File: src/rtl/camera_exposure_fsm.sv
// camera_exposure_fsm: erase / timed exposure / two-row readout sequencer for one capture per init request.
module camera_exposure_fsm #(
   parameter int EX_W = 5
) (
   input  logic            clk,
   input  logic            reset,
   input  logic            init,
   input  logic [EX_W-1:0] ex_init,
   output logic            erase,
   output logic            expose,
   output logic            nre_1,
   output logic            nre_2,
   output logic            adc,
   output logic            busy
);
   typedef enum logic [1:0] {S_IDLE, S_EXPOSURE, S_READOUT} state_t;
   state_t          r_state, w_state_nx;
   logic [EX_W-1:0] r_cnt, w_cnt_nx;
   logic [2:0]      r_step, w_step_nx;
   logic            r_erase, r_expose, r_nre_1, r_nre_2, r_adc, r_busy;
   logic            w_rd;
   always_ff @(posedge clk) begin
      if (reset) begin
         r_state  <= S_IDLE;
         r_cnt    <= '0;
         r_step   <= '0;
         r_erase  <= 1'b1;
         r_expose <= 1'b0;
         r_nre_1  <= 1'b1;
         r_nre_2  <= 1'b1;
         r_adc    <= 1'b0;
         r_busy   <= 1'b0;
      end else begin
         r_state  <= w_state_nx;
         r_cnt    <= w_cnt_nx;
         r_step   <= w_step_nx;
         r_erase  <= w_state_nx == S_IDLE;
         r_expose <= w_state_nx == S_EXPOSURE;
         r_nre_1  <= !(w_rd && w_step_nx < 3'd3);
         r_nre_2  <= !(w_rd && w_step_nx[2] && w_step_nx != 3'd7);
         r_adc    <= w_rd && w_step_nx[1:0] == 2'b01;
         r_busy   <= w_state_nx != S_IDLE;
      end
   end
   always_comb begin
      w_state_nx = r_state;
      w_cnt_nx   = r_cnt;
      w_step_nx  = r_step;
      case (r_state)
         S_IDLE: if (init) begin
            w_state_nx = S_EXPOSURE;
            w_cnt_nx   = (ex_init == '0) ? EX_W'(1) : ex_init;
         end
         S_EXPOSURE: if (r_cnt <= EX_W'(1)) begin
            w_state_nx = S_READOUT;
            w_step_nx  = 3'd0;
         end else begin
            w_cnt_nx = r_cnt - EX_W'(1);
         end
         S_READOUT: if (r_step == 3'd7) w_state_nx = S_IDLE;
                    else w_step_nx = r_step + 3'd1;
         default: w_state_nx = S_IDLE;
      endcase
   end
   // outputs are decoded from the next state so they are registered yet line up with the state
   assign w_rd   = w_state_nx == S_READOUT;
   assign erase  = r_erase;
   assign expose = r_expose;
   assign nre_1  = r_nre_1;
   assign nre_2  = r_nre_2;
   assign adc    = r_adc;
   assign busy   = r_busy;
endmodule

File: config.mk
export PLATFORM = sky130hd
export DESIGN_NAME = camera_exposure_fsm
export DESIGN_NICKNAME = d
export VERILOG_FILES = /design/src/rtl/camera_exposure_fsm.sv
export SDC_FILE = /design/constraint.sdc
export NUM_CORES = 1
export LEC_CHECK = 0
export ABC_CLOCK_PERIOD_IN_PS = 3250
export BUFFER_PORTS_ARGS = -buffer_cell sky130_fd_sc_hd__clkbuf_2
export CORE_MARGIN = 4
export CORE_UTILIZATION = 58
export CTS_CLUSTER_DIAMETER = 100
export CTS_CLUSTER_SIZE = 40
export DETAILED_ROUTE_END_ITERATION = 10
export GPL_ROUTABILITY_DRIVEN = 1
export GPL_TIMING_DRIVEN = 0
export HOLD_SLACK_MARGIN = 0.06
export PLACE_DENSITY_LB_ADDON = 0.25
export SETUP_SLACK_MARGIN = 0.1
export SLEW_MARGIN = 20
export SYNTH_ARGS = -nofsm -noshare
export SYNTH_HDL_FRONTEND = slang
export SYNTH_SLANG_ARGS = --single-unit
File: constraint.sdc
create_clock -name clk -period 3.25 [get_ports clk]
set_input_delay 0.1625 -clock clk [delete_from_list [all_inputs] [get_ports clk]]
set_output_delay 0.1625 -clock clk [all_outputs]
set_load 0.01 [all_outputs]
## After elaboration in Yosys (flattened, before gate mapping)

Cells that the tools add are included.

- Flip-flop bits (word level): 16
- Output and inout bits: 6
- Word-level logic and storage cells: 45

- Add/subtract/negate cells: 2
- Magnitude comparators: 2
- Eq/ne operators: 9
- Mux-type cells: 11
- Reduce and logical (&&, ||, !) cells: 12

Operator list:

| operator | number |
|---|---|
| 5-bit 2-to-1 mux | 3 |
| 5-bit case mux with 2 select lines | 1 |
| 2-bit by 1-bit equality test with 1-bit output (second input constant) | 3 |
| 2-bit 2-to-1 mux | 3 |
| 3-bit 2-to-1 mux | 2 |
| 2-bit case mux with 3 select lines | 1 |
| 3-bit case mux with 2 select lines | 1 |
| 5-bit by 1-bit less-or-equal comparator with 1-bit output (second input constant) | 1 |
| 5-bit logical NOT | 1 |
| 5-bit by 1-bit subtractor with 5-bit output (second input constant) | 1 |
| 2-bit equality test (second input constant) | 2 |
| 1-bit logical AND | 4 |
| 2-bit logical NOT | 2 |
| 2-bit != test (second input constant) | 2 |
| 2-bit nonzero test | 2 |
| 3-bit by 1-bit adder with 3-bit output (second input constant) | 1 |
| 3-bit equality test (second input constant) | 1 |
| 3-bit by 2-bit less-than comparator with 1-bit output (second input constant) | 1 |
| 3-bit != test (second input constant) | 1 |
| 3-bit AND reduction | 1 |
| 1-bit logical NOT | 2 |

## Logic depth before layout (Yosys ltp)

Gate-level depths: netlist of run 1.

- Depth in word-level cells: 7
- Mapped depth: 8
- Mapped depth without buffers: 7

## Least setup slack after synthesis of run 1

OpenSTA, ideal clock, no wires.

- Kind: register to register
- Start point: register r_state[1]
- End point: register r_nre_1 (netlist: nre_1)
- Library setup time: 127 ps
- Arrival: 1740 ps
- Required time: 3123 ps
- Path slack: 1382 ps
- Cell stages (with the launch flop): 8
- Buffers on the path: 0
- Period minus slack after synthesis: 1868 ps
- Cells stage by stage: dfxtp_1 -> inv_1 -> ha_1 -> nor4b_1 -> a22oi_1 -> o21ai_0 -> nor2_1 -> or3b_1

- Longest elaborated chain between the ends: 5
- Elaborated cells between the ends (all ways): 12
- Those cells by class: order compare: 1; eq/ne: 3; mux: 5; reduce/logical: 3

Ends and longest elaborated chain:

| item | line | text |
|---|---|---|
| start, declared | 17 | `state_t r_state, w_state_nx;` |
| start signal, assigned | 34 | `r_state <= w_state_nx;` |
| 2-bit equality test, or another cell as far along | 49 | `case (r_state)` |
| 3-bit case mux with 2 select lines or 2-bit case mux with 3 select lines (tied branches) | 49 |  |
| 3-bit by 2-bit less-than comparator with 1-bit output or 2-bit equality test (tied branches) | 39, 66 |  |
| 1-bit logical AND * | 39 | `r_nre_1 <= !(w_rd && w_step_nx < 3'd3);` |
| 1-bit logical NOT * | 39 |  |
| end signal, assigned | 39 |  |
| end, declared | 20 | `logic r_erase, r_expose, r_nre_1, r_nre_2, r_adc, r_busy;` |

Mark *: on every way between the ends. The rest lies on a longest branch, timed or not.
A chain may end at the register's enable or synchronous reset.

## Worst setup path in the final report of run 1

- Start point: register r_state[1]
- End point: register r_cnt[2]

- Longest elaborated chain between the ends: 3
- Elaborated cells between the ends (all ways): 7
- Those cells by class: eq/ne: 3; mux: 1; reduce/logical: 3

Ends and longest elaborated chain:

| item | line | text |
|---|---|---|
| 2-bit by 1-bit equality test with 1-bit output or 2-bit logical NOT (tied branches) | 49 |  |
| 2-bit != test (no line) or 2-bit nonzero test (tied branches) | - |  |
| 3-bit AND reduction (no line) | - |  |
| end signal, assigned | 35 | `r_cnt <= w_cnt_nx;` |
| end, declared | 18 | `logic [EX_W-1:0] r_cnt, w_cnt_nx;` |

Parallel ways exist; a longest one is shown, timed or not.

==> results_tabular.tex, run 1 <==
\begin{tabular}{lr}
\hline
Metric & Value \\
\hline
\multicolumn{2}{l}{\textbf{Outcome}} \\
\quad Status & completed \\
\multicolumn{2}{l}{\textbf{STA}} \\
\quad Final-layout setup total negative slack & 0 ns \\
\quad Highest clock rate & about 0.45 GHz \\
\quad Unrepaired setup endpoints after global routing & no \\
\quad Final number of setup-violating endpoints & 0 \\
\quad Worst-margin pin slew & 0.721 ns \\
\quad Max Transition Viols Final & 0 \\
\quad Min Clock Period, post-route & about 2.2 ns \\
\quad Skew final & 0.00126 ns \\
\quad Slew margin rel. & 51.9\% \\
\quad Final worst path period share & 69.1\% \\
\quad Number of hold violations in the final report & 0 \\
\multicolumn{2}{l}{\textbf{Floorplanning}} \\
\quad Core ar. & between 1000 and 1500 µm² \\
\quad I/O pin total & 14 \\
\quad Initial Utilization & 64.1\% \\
\quad Die height & $\sim$47 µm \\
\quad DIE AREA & between 2000 and 2500 µm² \\
\quad Row Count & 13 \\
\quad Chip Width & 46.9 µm \\
\multicolumn{2}{l}{\textbf{Critical path}} \\
\quad Sequence of cells on the critical path & inv\_1 -> ha\_1 -> buf\_2 -> nor4b\_4 -> a21oi\_1 -> o21ai\_0 -> a22oi\_1 -> nor2\_1 \\
\quad Worst reg2reg endpoint & r\_cnt[2]\$\_SDFFE\_PP0P\_ \\
\quad Maximum fanout along the worst path & 10 \\
\quad RR Startpoint & r\_state[1]\$\_SDFF\_PP0\_ \\
\quad Length in cells of the worst reg-to-reg path & 8 \\
\quad Worst setup EP type & register \\
\quad Longest individual stage delay on the worst path & 0.60 ns \\
\quad Master of the slowest instance on the critical path & a21oi\_1 \\
\quad Arrival time of data at the critical path endpoint & 2.40 ns \\
\quad Worst Path Required & roughly 3.4 ns \\
\quad Crit path launch type & register \\
\quad Slack of the worst reg-to-reg path & approximately 1 ns \\
\quad Critical path start-end classification & register to register \\
\multicolumn{2}{l}{\textbf{Clock tree}} \\
\quad Clock root buffer & clkbuf\_4 \\
\quad Clock net sink count & 16 \\
\quad Post-CTS sizing & 0 \\
\quad CTS tree & built \\
\quad Clock buffers created by TritonCTS & 3 \\
\quad Post-CTS clock slew at the launch and capture registers of the worst setup and hold paths & around 0.090 ns \\
\quad Maximum level of the CTS H-tree & 1 \\
\quad Setup bufs post-CTS & 0 \\
\quad Bufs on Longest Clock Path & 2 \\
\quad Insertion delay of the later-clocked pin in the worst-skew pair & 0.27 ns \\
\quad CTS Hold Buffers Added & 0 \\
\multicolumn{2}{l}{\textbf{Pwr}} \\
\quad Power Dens Cells & 641 nW/µm² \\
\quad Peak supply drop & 0.000501 V \\
\quad Leak Pwr & 0.000417 µW \\
\multicolumn{2}{l}{\textbf{Finish}} \\
\quad Storage element area & 320 µm² \\
\quad Layout cell share with drive strength beyond 1 & 20.4\% \\
\quad Post-layout util & a little under three quarters \\
\quad Diodes inserted & 0 \\
\quad Growth of design area from synthesis to finish & 11.6\% \\
\quad Multi-input gate area & 513 µm² \\
\quad Net count reported at finish & 130 \\
\quad Layout filler cell count & $\sim$110 \\
\multicolumn{2}{l}{\textbf{Yosys}} \\
\quad Yosys warns & 0 \\
\quad Main area contributors after synthesis & dfxtp\_1 37\%, ha\_1 10\%, nor2\_1 6.9\%, a21oi\_1 5.1\%, a22oi\_1 5.1\% \\
\quad Number of distinct standard cells referenced by the synthesized netlist & 34 \\
\quad Synthesized instance count & 98 \\
\quad Count of flip-flops with a built-in enable after synthesis & 0 \\
\quad Post-synth design cell area & slightly below 900 µm² \\
\quad Flip-flop and latch count after synthesis & 16 \\
\quad Average footprint of a synthesized cell & approximately 8.9 µm² \\
\quad Sequential element share of the synthesized area & 36.6\% \\
\quad Predominant post-synthesis flop cell & dfxtp\_1 \\
\quad Cell type contributing the most total cell area after synthesis & dfxtp\_1 \\
\quad Synth Net Count & about 110 \\
\quad Area share of the largest cell type after synthesis & roughly 37\% \\
\quad Top post-synthesis cells by count & 16 x dfxtp\_1, 16 x nor2\_1, 9 x a21oi\_1 \\
\quad Synth async-reset ratio & 0\% \\
\multicolumn{2}{l}{\textbf{Routing}} \\
\quad Iteration-0 DRC count of the detailed router & 25 \\
\quad Number of iterations in the first detailed-routing pass & 5 \\
\quad DR WL/cell & 13.4 µm \\
\quad Post-detailed-route count of antenna-violating nets & 0 \\
\quad Via density & between 5 and 6 \\
\quad Drc violations & 0 \\
\quad Via count & 722 \\
\quad Drt total wl & 1.72 mm \\
\multicolumn{2}{l}{\textbf{Global routing}} \\
\quad Via count of the first global-routing pass & 680 \\
\quad Initial antenna violation count & 0 \\
\quad First-pass GRT wire length & 3.02 mm \\
\quad Global Route Usage Sum & 19.4\% \\
\quad Total global routing overflow & 0 \\
\quad Pin count of the biggest net entering global routing & 11 \\
\multicolumn{2}{l}{\textbf{Placed design}} \\
\quad Number of I/O port buffers & 12 \\
\quad HPWL reported at the end of detailed placement & 1.35 mm \\
\quad Gpl congestion & approximately 0.80 \\
\multicolumn{2}{l}{\textbf{Hold path}} \\
\quad Worst hold path depth & 3 \\
\quad Class of the tightest hold or removal check & input port to register \\
\quad Critical hold path startpoint & ex\_init[0] \\
\quad Hold endpoint & r\_cnt[0]\$\_SDFFE\_PP0P\_ \\
\multicolumn{2}{l}{\textbf{Job}} \\
\quad Number of maximum-capacitance constraint violations & 0 \\
\hline
\end{tabular}
-- placed cells by master, fill, tap and decap left out, drive strengths merged, types with 3 or more instances in the layout --
master  instances
ha              7
a22oi           6
a21oi          10
nor2           16
dfxtp          16
nor4            3
clkbuf         15
inv             6
o21ai           5
nand2           3
buf             3
-- report_power, final --
| part | switching (µW) | total [µW] | internal, µW | leakage, µW |
|---|---|---|---|---|
| logic | 151 | 270 | 120 | 0.000272 |
| registers | 28.6 | 257 | 228 | 0.000131 |
| clock network | 56.5 | 99.4 | 42.9 | 0.0000138 |
-- worst max-delay path, delay by kind of cell (launching register included) --
kind            cells  cell delay [ns]
compound gates      3             1.05
flops               1             0.41
fa+ha+maj           1             0.17
simple gates        2             0.22
buf+inv             2             0.27
-- kinds of logic (layout without fill, tap and decap cells) --
logic type      after synthesis  after routing  synth area share, %
buf+inv                       9             24                 4.86
fa+ha+maj                     7              7                 10.0
compound gates               30             30                 22.9
xor+xnor                      1              1                 1.00
flops                        16             16                 36.6
simple gates                 33             33                 22.3
mux                           2              2                 2.43
-- worst max path at each step --
stage                          startpoint               endpoint  slack, ns  cells past startpoint
finish              r_state[1]$_SDFF_PP0_  r_cnt[2]$_SDFFE_PP0P_       1.00                      8
global route        r_state[1]$_SDFF_PP0_       nre_2$_SDFF_PP1_       0.86                      7
CTS                 r_state[1]$_SDFF_PP0_  r_cnt[2]$_SDFFE_PP0P_       1.03                      8
detailed placement  r_state[1]$_SDFF_PP0_  r_cnt[2]$_SDFFE_PP0P_       1.04                      8
global placement    r_state[1]$_SDFF_PP0_       nre_1$_SDFF_PP1_       1.16                      7
floorplan           r_state[1]$_SDFF_PP0_       nre_1$_SDFF_PP1_       1.38                      7
-- flip-flops by register name (all words and copies together) (netlist names) --
signal	count
r_cnt	5
r_step	3
r_state	2
adc	1
busy	1
erase	1
expose	1
nre_1	1
nre_2	1
-- through the flow --
stage,cells,setup WS [ns],area (µm²),hold slack (ns),power [µW]
floorplan,98,1.38,876,0.400,466
global placement,125,1.16,955,0.508,517
detailed placement,125,1.04,955,0.515,531
CTS,128,1.03,977,0.222,629
global route,128,0.863,977,0.230,680
finish,128,1.00,977,0.230,627
-- area by class of cell --
| type | count | area share, % |
|---|---|---|
| Multi-Input combinational cell | 73 | 52.5 |
| Sequential cell | 16 | 32.8 |
| Timing Repair Buffer | 12 | 6.15 |
| Clock buffer | 3 | 2.30 |
| Inverter | 6 | 2.30 |
| Buffer | 3 | 2.05 |
| Tap cell | 15 | 1.92 |
-- metal layers --
layer | track usage, % | up-vias | wire length, µm
met5 | 0 | - | 0
met4 | 6.63 | 0 | 17
met3 | 4.60 | 2 | 57
met2 | 29.3 | 12 | 774
met1 | 27.2 | 324 | 866
li1 | - | 384 | -
(Power assumes the default switching activity.)
==> run 2, diff against run 1 <==
--- a/config.mk
+++ b/config.mk
@@ -5,10 +5,10 @@
 export SDC_FILE = /design/constraint.sdc
 export NUM_CORES = 1
 export LEC_CHECK = 0
-export ABC_CLOCK_PERIOD_IN_PS = 3250
+export ABC_CLOCK_PERIOD_IN_PS = 2050
 export BUFFER_PORTS_ARGS = -buffer_cell sky130_fd_sc_hd__clkbuf_2
 export CORE_MARGIN = 4
-export CORE_UTILIZATION = 58
+export CORE_UTILIZATION = 48
 export CTS_CLUSTER_DIAMETER = 100
 export CTS_CLUSTER_SIZE = 40
 export DETAILED_ROUTE_END_ITERATION = 10
==> constraint.sdc (replaced) <==
create_clock -name clk -period 2.05 [get_ports clk]
set_input_delay 0.1025 -clock clk [delete_from_list [all_inputs] [get_ports clk]]
set_output_delay 0.1025 -clock clk [all_outputs]
set_load 0.01 [all_outputs]
==> results_tabular.tex, run 2 (same netlist as run 1, synthesis figures left out) <==
\begin{tabular}{lr}
\hline
Metric & Value \\
\hline
\multicolumn{2}{l}{\textbf{Outcome}} \\
\quad Status & completed \\
\multicolumn{2}{l}{\textbf{STA}} \\
\quad Final-layout setup total negative slack & 0 ns (unchanged) \\
\quad Min Clock Period, post-route & 1.93 ns (-0.318 ns) \\
\quad Highest clock rate & 0.519 GHz (+16\%) \\
\quad Final number of setup-violating endpoints & 0 (unchanged) \\
\quad Final worst path period share & 94.0\% (+25 points) \\
\quad Slew margin rel. & 62.7\% (+11 points) \\
\quad Skew final & 0.00510 ns (+0.00384 ns) \\
\quad Number of hold violations in the final report & 0 (unchanged) \\
\quad Unrepaired setup endpoints after global routing & no \\
\quad Worst Setup Slack, final & 0.122 ns (-0.882 ns) \\
\quad Max Transition Viols Final & 0 (unchanged) \\
\quad Worst-margin pin slew & 0.559 ns (-0.162 ns) \\
\multicolumn{2}{l}{\textbf{Clock tree}} \\
\quad Post-CTS clock slew at the launch and capture registers of the worst setup and hold paths & 0.09 ns (about the same) \\
\quad Clock net sink count & 16 (unchanged) \\
\quad Insertion delay of the later-clocked pin in the worst-skew pair & 0.28 ns (about the same) \\
\quad CTS tree & built \\
\quad CTS Hold Buffers Added & 0 (unchanged) \\
\quad Clock buffers created by TritonCTS & 3 (unchanged) \\
\quad Maximum level of the CTS H-tree & 1 (unchanged) \\
\quad Clock root buffer & clkbuf\_4 \\
\quad Bufs on Longest Clock Path & 2 (unchanged) \\
\multicolumn{2}{l}{\textbf{Floorplanning}} \\
\quad Initial Utilization & 50.7\% (-13 points) \\
\quad Core ar. & 1730 µm² (+26\%) \\
\quad I/O pin total & 14 (unchanged) \\
\quad Row Count & 15 (+2) \\
\quad Die height & 50.7 µm (+8.2\%) \\
\quad DIE AREA & 2570 µm² (+17\%) \\
\quad Chip Width & 50.7 µm (+8.2\%) \\
\multicolumn{2}{l}{\textbf{Placed design}} \\
\quad Number of I/O port buffers & 12 (unchanged) \\
\quad Worst setup slack before clock tree synthesis & -0.0308 ns (-1.07 ns) \\
\quad Gpl congestion & 0.768 (-4.0\%) \\
\quad Placed inst area & 967 µm² (+1.3\%) \\
\quad Cell count after placement & 135 (+8.0\%) \\
\quad HPWL reported at the end of detailed placement & 1.28 mm (-5.2\%) \\
\multicolumn{2}{l}{\textbf{Critical path}} \\
\quad Crit path launch type & register \\
\quad Worst setup EP type & register \\
\quad Maximum fanout along the worst path & 5 (-5) \\
\quad CP Launch Point & r\_state[1]\$\_SDFF\_PP0\_ \\
\quad RR Startpoint & r\_state[1]\$\_SDFF\_PP0\_ \\
\quad Critical path start-end classification & register to register \\
\quad Worst Path Required & 2.22 ns (-1.18 ns) \\
\quad Arrival time of data at the critical path endpoint & 2.09 ns (-0.31 ns) \\
\quad Length in cells of the worst reg-to-reg path & 8 (unchanged) \\
\multicolumn{2}{l}{\textbf{Finish}} \\
\quad Reg with most FFs & r\_cnt \\
\quad Number of flip-flops under the largest register name & 5 (unchanged) \\
\quad Leading cell types in the layout, fill and taps excluded & 16 x nor2\_1, 13 x dfxtp\_1, 12 x clkbuf\_2 \\
\quad Multi-input gate area & 584 µm² (+14\%) \\
\quad Largest registers & r\_cnt: 5 flops, r\_step: 3 flops, r\_state: 2 flops \\
\quad Post-route insts no fill & 146 (+14\%) \\
\quad Most common library cell in the layout ignoring fill and taps & nor2\_1 \\
\quad Layout cell share with drive strength beyond 1 & 37.2\% (+17 points) \\
\quad Layout filler cell count & 141 (+32\%) \\
\quad Net count reported at finish & 138 (+6.2\%) \\
\quad Growth of design area from synthesis to finish & 29.7\% \\
\quad Storage element area & 327 µm² (+2.0\%) \\
\quad Diodes inserted & 0 (unchanged) \\
\quad Final cell area excluding filler cells & 1140 µm² (+16\%) \\
\multicolumn{2}{l}{\textbf{Global routing}} \\
\quad Total global routing overflow & 0 (unchanged) \\
\quad Initial antenna violation count & 0 (unchanged) \\
\quad Global Route Usage Sum & 15.1\% (-4.3 points) \\
\quad First-pass GRT wire length & 2.90 mm (-3.9\%) \\
\quad Pin count of the biggest net entering global routing & 11 (unchanged) \\
\quad Via count of the first global-routing pass & 685 (+0.74\%) \\
\multicolumn{2}{l}{\textbf{Pwr}} \\
\quad Peak supply drop & 0.000731 V (+46\%) \\
\quad Power Dens Cells & 982 nW/µm² (+53\%) \\
\quad Leak Pwr & 0.000471 µW (+13\%) \\
\multicolumn{2}{l}{\textbf{Routing}} \\
\quad Drc violations & 0 (unchanged) \\
\quad Via density & 5.31 (-5.9\%) \\
\quad Via count & 775 (+7.3\%) \\
\quad Drt total wl & 1.88 mm (+9.4\%) \\
\quad Number of iterations in the first detailed-routing pass & 4 (-1) \\
\quad DR WL/cell & 12.9 µm (-4.1\%) \\
\quad Iteration-0 DRC count of the detailed router & 41 (+64\%) \\
\quad Post-detailed-route count of antenna-violating nets & 0 (unchanged) \\
\multicolumn{2}{l}{\textbf{Hold path}} \\
\quad Critical hold path startpoint & ex\_init[0] \\
\quad Class of the tightest hold or removal check & input port to register \\
\quad Worst hold path depth & 3 (unchanged) \\
\multicolumn{2}{l}{\textbf{Job}} \\
\quad Number of maximum-capacitance constraint violations & 0 (unchanged) \\
\hline
\end{tabular}
## run 2: area by class of cell
type                    instances  share of cell area [%]
inverters                       6                    2.20
repair buffers                 20                    10.6
well taps                      25                    2.75
plain buffers                   3                    2.31
multi-input cells              73                    51.4
flip-flops and latches         16                    28.7
clock buffers                   3                    1.98
## run 2: final timing paths
| path | to | slack (ns) |
|---|---|---|
| worst min-delay path | r_cnt[0]$_SDFFE_PP0P_ | 0.19 |
| worst max register to register | nre_1$_SDFF_PP1_ | 0.12 |
| worst min register to register | r_step[0]$_SDFF_PP0_ | 0.61 |
| worst max-delay path | nre_1$_SDFF_PP1_ | 0.12 |
## run 2: through the flow
stage	hold slack (ns)	util, %	total power [µW]
after floorplan	0.340	-	739
final	0.194	65.8	1120
after global placement	0.457	56.0	821
after detailed placement	0.472	56.0	830
after CTS	0.173	58.7	1010
after global routing	0.222	65.8	1200
## run 2: worst max-delay path: stages (launching register included)
cell and delay [ns]:
dfxtp_4 0.37, inv_4 0.06, ha_4 0.12, buf_6 0.11, nor4b_4 0.25, a21oi_2 0.13
nor4_4 0.32, nand2_2 0.11, or3b_1 0.35
## run 2: report_power, final
part / switching (µW) / leakage [µW] / internal, µW
Sequential: 55.8 / 0.000132 / 365
Clock: 90.6 / 0.0000138 / 68.2
Combinational: 272 / 0.000324 / 264
## run 2: what timing repair did
action / in CTS / in global routing
buffers inserted: 1 / 7
pin swaps: 2 / 4
endpoints found under the setup margin: 4 / 6
gates resized for setup: 5 / 16
endpoints found under the hold margin: 0 / 0
## run 2: routing by layer
layer	part of all wire, %	global-route usage [%]	vias to the layer above
met4	0.91	8.97	0
li1	-	-	402
met3	6.3	4.75	2
met1	44	19.2	354
met5	0	0	-
met2	48	22.2	17
==> run 3, diff against run 2 <==
--- a/config.mk
+++ b/config.mk
@@ -5,11 +5,10 @@
 export SDC_FILE = /design/constraint.sdc
 export NUM_CORES = 1
 export LEC_CHECK = 0
-export ABC_CLOCK_PERIOD_IN_PS = 2050
+export ABC_CLOCK_PERIOD_IN_PS = 1800
 export BUFFER_PORTS_ARGS = -buffer_cell sky130_fd_sc_hd__clkbuf_2
 export CORE_MARGIN = 4
-export CORE_UTILIZATION = 48
-export CTS_CLUSTER_DIAMETER = 100
+export CORE_UTILIZATION = 53
 export CTS_CLUSTER_SIZE = 40
 export DETAILED_ROUTE_END_ITERATION = 10
 export GPL_ROUTABILITY_DRIVEN = 1
==> constraint.sdc (replaced) <==
create_clock -name clk -period 1.8 [get_ports clk]
set_input_delay 0.09 -clock clk [delete_from_list [all_inputs] [get_ports clk]]
set_output_delay 0.09 -clock clk [all_outputs]
set_load 0.01 [all_outputs]
==> results_tabular.tex, run 3 (same netlist as run 1, synthesis figures left out) <==
\begin{tabular}{lr}
\hline
Metric & Value \\
\hline
\multicolumn{2}{l}{\textbf{Outcome}} \\
\quad Status & completed \\
\multicolumn{2}{l}{\textbf{Routing}} \\
\quad Post-detailed-route count of antenna-violating nets & 0 (unchanged) \\
\quad Iteration-0 DRC count of the detailed router & 7 (-83\%) \\
\quad Via density & 5.67 (+6.8\%) \\
\quad Drt total wl & 1.92 mm (+2.3\%) \\
\quad DR WL/cell & 14.0 µm (+9.1\%) \\
\quad Number of iterations in the first detailed-routing pass & 4 (unchanged) \\
\quad Drc violations & 0 (unchanged) \\
\quad Via count & 777 (+0.26\%) \\
\multicolumn{2}{l}{\textbf{Critical path}} \\
\quad Critical path start-end classification & register to register \\
\quad Worst setup EP type & register \\
\quad Worst Path Required & 1.96 ns (-0.26 ns) \\
\quad Slack of the worst reg-to-reg path & 0.003 ns (-0.12 ns) \\
\quad Arrival time of data at the critical path endpoint & 1.96 ns (-0.13 ns) \\
\quad Worst reg2reg endpoint & nre\_1\$\_SDFF\_PP1\_ \\
\quad CP Launch Point & r\_state[1]\$\_SDFF\_PP0\_ \\
\quad Maximum fanout along the worst path & 3 (-2) \\
\quad RR Startpoint & r\_state[1]\$\_SDFF\_PP0\_ \\
\quad Length in cells of the worst reg-to-reg path & 8 (unchanged) \\
\quad Crit path launch type & register \\
\multicolumn{2}{l}{\textbf{STA}} \\
\quad Max Transition Viols Final & 0 (unchanged) \\
\quad Worst-margin pin slew & 0.546 ns (-0.0130 ns) \\
\quad Skew final & 0.0150 ns (+0.00994 ns) \\
\quad Number of hold violations in the final report & 0 (unchanged) \\
\quad Final number of setup-violating endpoints & 0 (unchanged) \\
\quad Min Clock Period, post-route & 1.80 ns (-0.131 ns) \\
\quad Slew margin rel. & 63.6\% (+0.87 points) \\
\quad Unrepaired setup endpoints after global routing & yes \\
\quad Final worst path period share & 99.8\% (+5.8 points) \\
\quad Highest clock rate & 0.556 GHz (+7.3\%) \\
\quad Final Hold Slack & 0.140 ns (-0.0532 ns) \\
\multicolumn{2}{l}{\textbf{Finish}} \\
\quad Layout filler cell count & 100 (-29\%) \\
\quad Layout cell share with drive strength beyond 1 & 46.3\% (+9.1 points) \\
\quad Storage element area & 334 µm² (+2.3\%) \\
\quad Reg with most FFs & r\_cnt \\
\quad Net count reported at finish & 137 (-0.72\%) \\
\quad Post-route insts no fill & 137 (-6.2\%) \\
\quad Diodes inserted & 0 (unchanged) \\
\quad Number of flip-flops under the largest register name & 5 (unchanged) \\
\quad Final cell area excluding filler cells & 1200 µm² (+5.3\%) \\
\quad Most common library cell in the layout ignoring fill and taps & nor2\_1 \\
\quad Post-layout util & 77.6\% (+12 points) \\
\quad Multi-input gate area & 633 µm² (+8.4\%) \\
\quad Leading cell types in the layout, fill and taps excluded & 15 x nor2\_1, 12 x clkbuf\_2, 11 x dfxtp\_1 \\
\quad Largest registers & r\_cnt: 5 flops, r\_step: 3 flops, r\_state: 2 flops \\
\quad Growth of design area from synthesis to finish & 36.6\% \\
\multicolumn{2}{l}{\textbf{Job}} \\
\quad Number of maximum-capacitance constraint violations & 0 (unchanged) \\
\multicolumn{2}{l}{\textbf{Floorplanning}} \\
\quad DIE AREA & 2370 µm² (-8.0\%) \\
\quad Chip Width & 48.7 µm (-4.1\%) \\
\quad I/O pin total & 14 (unchanged) \\
\quad Die height & 48.7 µm (-4.1\%) \\
\quad Initial Utilization & 56.8\% (+6.1 points) \\
\quad Row Count & 14 (-1) \\
\quad Core ar. & 1540 µm² (-11\%) \\
\multicolumn{2}{l}{\textbf{Pwr}} \\
\quad Post-layout total power & 1410 µW (+26\%) \\
\quad Leak Pwr & 0.000482 µW (+2.4\%) \\
\quad Peak supply drop & 0.000732 V (about the same) \\
\quad Power Dens Cells & 1180 nW/µm² (+20\%) \\
\multicolumn{2}{l}{\textbf{Global routing}} \\
\quad Pin count of the biggest net entering global routing & 11 (unchanged) \\
\quad Total global routing overflow & 0 (unchanged) \\
\quad Via count of the first global-routing pass & 752 (+9.8\%) \\
\quad First-pass GRT wire length & 3.19 mm (+10\%) \\
\quad Global Route Usage Sum & 16.4\% (+1.3 points) \\
\quad Initial antenna violation count & 0 (unchanged) \\
\multicolumn{2}{l}{\textbf{Hold path}} \\
\quad Critical hold path startpoint & ex\_init[0] \\
\quad Hold endpoint & r\_cnt[0]\$\_SDFFE\_PP0P\_ \\
\quad Class of the tightest hold or removal check & input port to register \\
\quad Worst hold path depth & 3 (unchanged) \\
\multicolumn{2}{l}{\textbf{Placed design}} \\
\quad Cell count after placement & 126 (-6.7\%) \\
\quad Number of I/O port buffers & 12 (unchanged) \\
\quad Placed inst area & 996 µm² (+3.0\%) \\
\quad HPWL reported at the end of detailed placement & 1.32 mm (+3.2\%) \\
\quad Gpl congestion & 0.799 (+4.1\%) \\
\multicolumn{2}{l}{\textbf{Clock tree}} \\
\quad Insertion delay of the later-clocked pin in the worst-skew pair & 0.28 ns (about the same) \\
\quad CTS Hold Buffers Added & 0 (unchanged) \\
\quad Post-CTS clock slew at the launch and capture registers of the worst setup and hold paths & 0.11 ns (+0.02 ns) \\
\quad Bufs on Longest Clock Path & 2 (unchanged) \\
\quad Clock root buffer & clkbuf\_4 \\
\quad Maximum level of the CTS H-tree & 1 (unchanged) \\
\quad Clock buffers created by TritonCTS & 3 (unchanged) \\
\quad CTS tree & built \\
\quad Clock net sink count & 16 (unchanged) \\
\hline
\end{tabular}
run 3: cell count changes in the layout (fill, tap and decap cells not counted), moves of 2 or more:
cell     previous run  this run
o21ai_2             0         2
inv_4               1         3
ha_2                0         2
buf_4               8         6
o21ai_0             4         1
dfxtp_1            13        11
inv_1               5         3
dfxtp_4             1         3
ha_1                5         3
run 3: layout make-up:
type / count / share of cell area (%)
multi-input combinational: 73 / 52.9
inverter: 6 / 2.51
tap: 16 / 1.67
sequential: 16 / 27.9
timing repair buffer: 19 / 9.73
buffer: 3 / 2.20
clock buffer: 4 / 3.03
run 3: through the flow:
step / setup WS, ns / setup TNS (ns)
after global placement: -0.137 / -0.370
after CTS: -0.0791 / -0.117
final: 0.00290 / 0
after detailed placement: -0.165 / -0.521
after floorplan: 0.0699 / 0
after global routing: -0.0987 / -0.157
run 3: layer usage:
metal | part of all wire (%) | GRT usage [%]
met1 | 43 | 19.3
met2 | 54 | 30.0
met3 | 3.9 | 3.07
met4 | 0 | 4.04
met5 | 0 | 0
run 3: critical path, stage by stage, from the launching register on:
cell and delay, ns:
dfxtp_4 0.37, inv_4 0.07, ha_4 0.12, buf_6 0.08, nor4b_4 0.21, a21oi_2 0.13, nor4_4 0.20, nand2_2 0.12
or3b_1 0.37
run 3: how the worst max path moves through the flow:
stage / depth (start not counted) / to / slack, ns
floorplan: 7 / nre_1$_SDFF_PP1_ / 0.07
global placement: 8 / r_cnt[3]$_SDFFE_PP0P_ / -0.14
detailed placement: 8 / r_cnt[3]$_SDFFE_PP0P_ / -0.17
CTS: 8 / nre_1$_SDFF_PP1_ / -0.08
global route: 6 / nre_1$_SDFF_PP1_ / -0.1
finish: 8 / nre_1$_SDFF_PP1_ / 0.003
run 3: report_power, final:
| group | switching [µW] | leakage, µW | total, µW | internal (µW) |
|---|---|---|---|---|
| clock network | 115 | 0.0000210 | 238 | 123 |
| registers | 67.7 | 0.000134 | 487 | 419 |
| logic | 348 | 0.000327 | 682 | 334 |
| total | 530 | 0.000482 | 1410 | 876 |
run 3: repair_timing:
action / CTS / global route
pin swaps: 8 / 13
buffers inserted: 5 / 2
resized for setup: 13 / 18
endpoints found under the setup margin: 9 / 8
gates cloned: 0 / 0
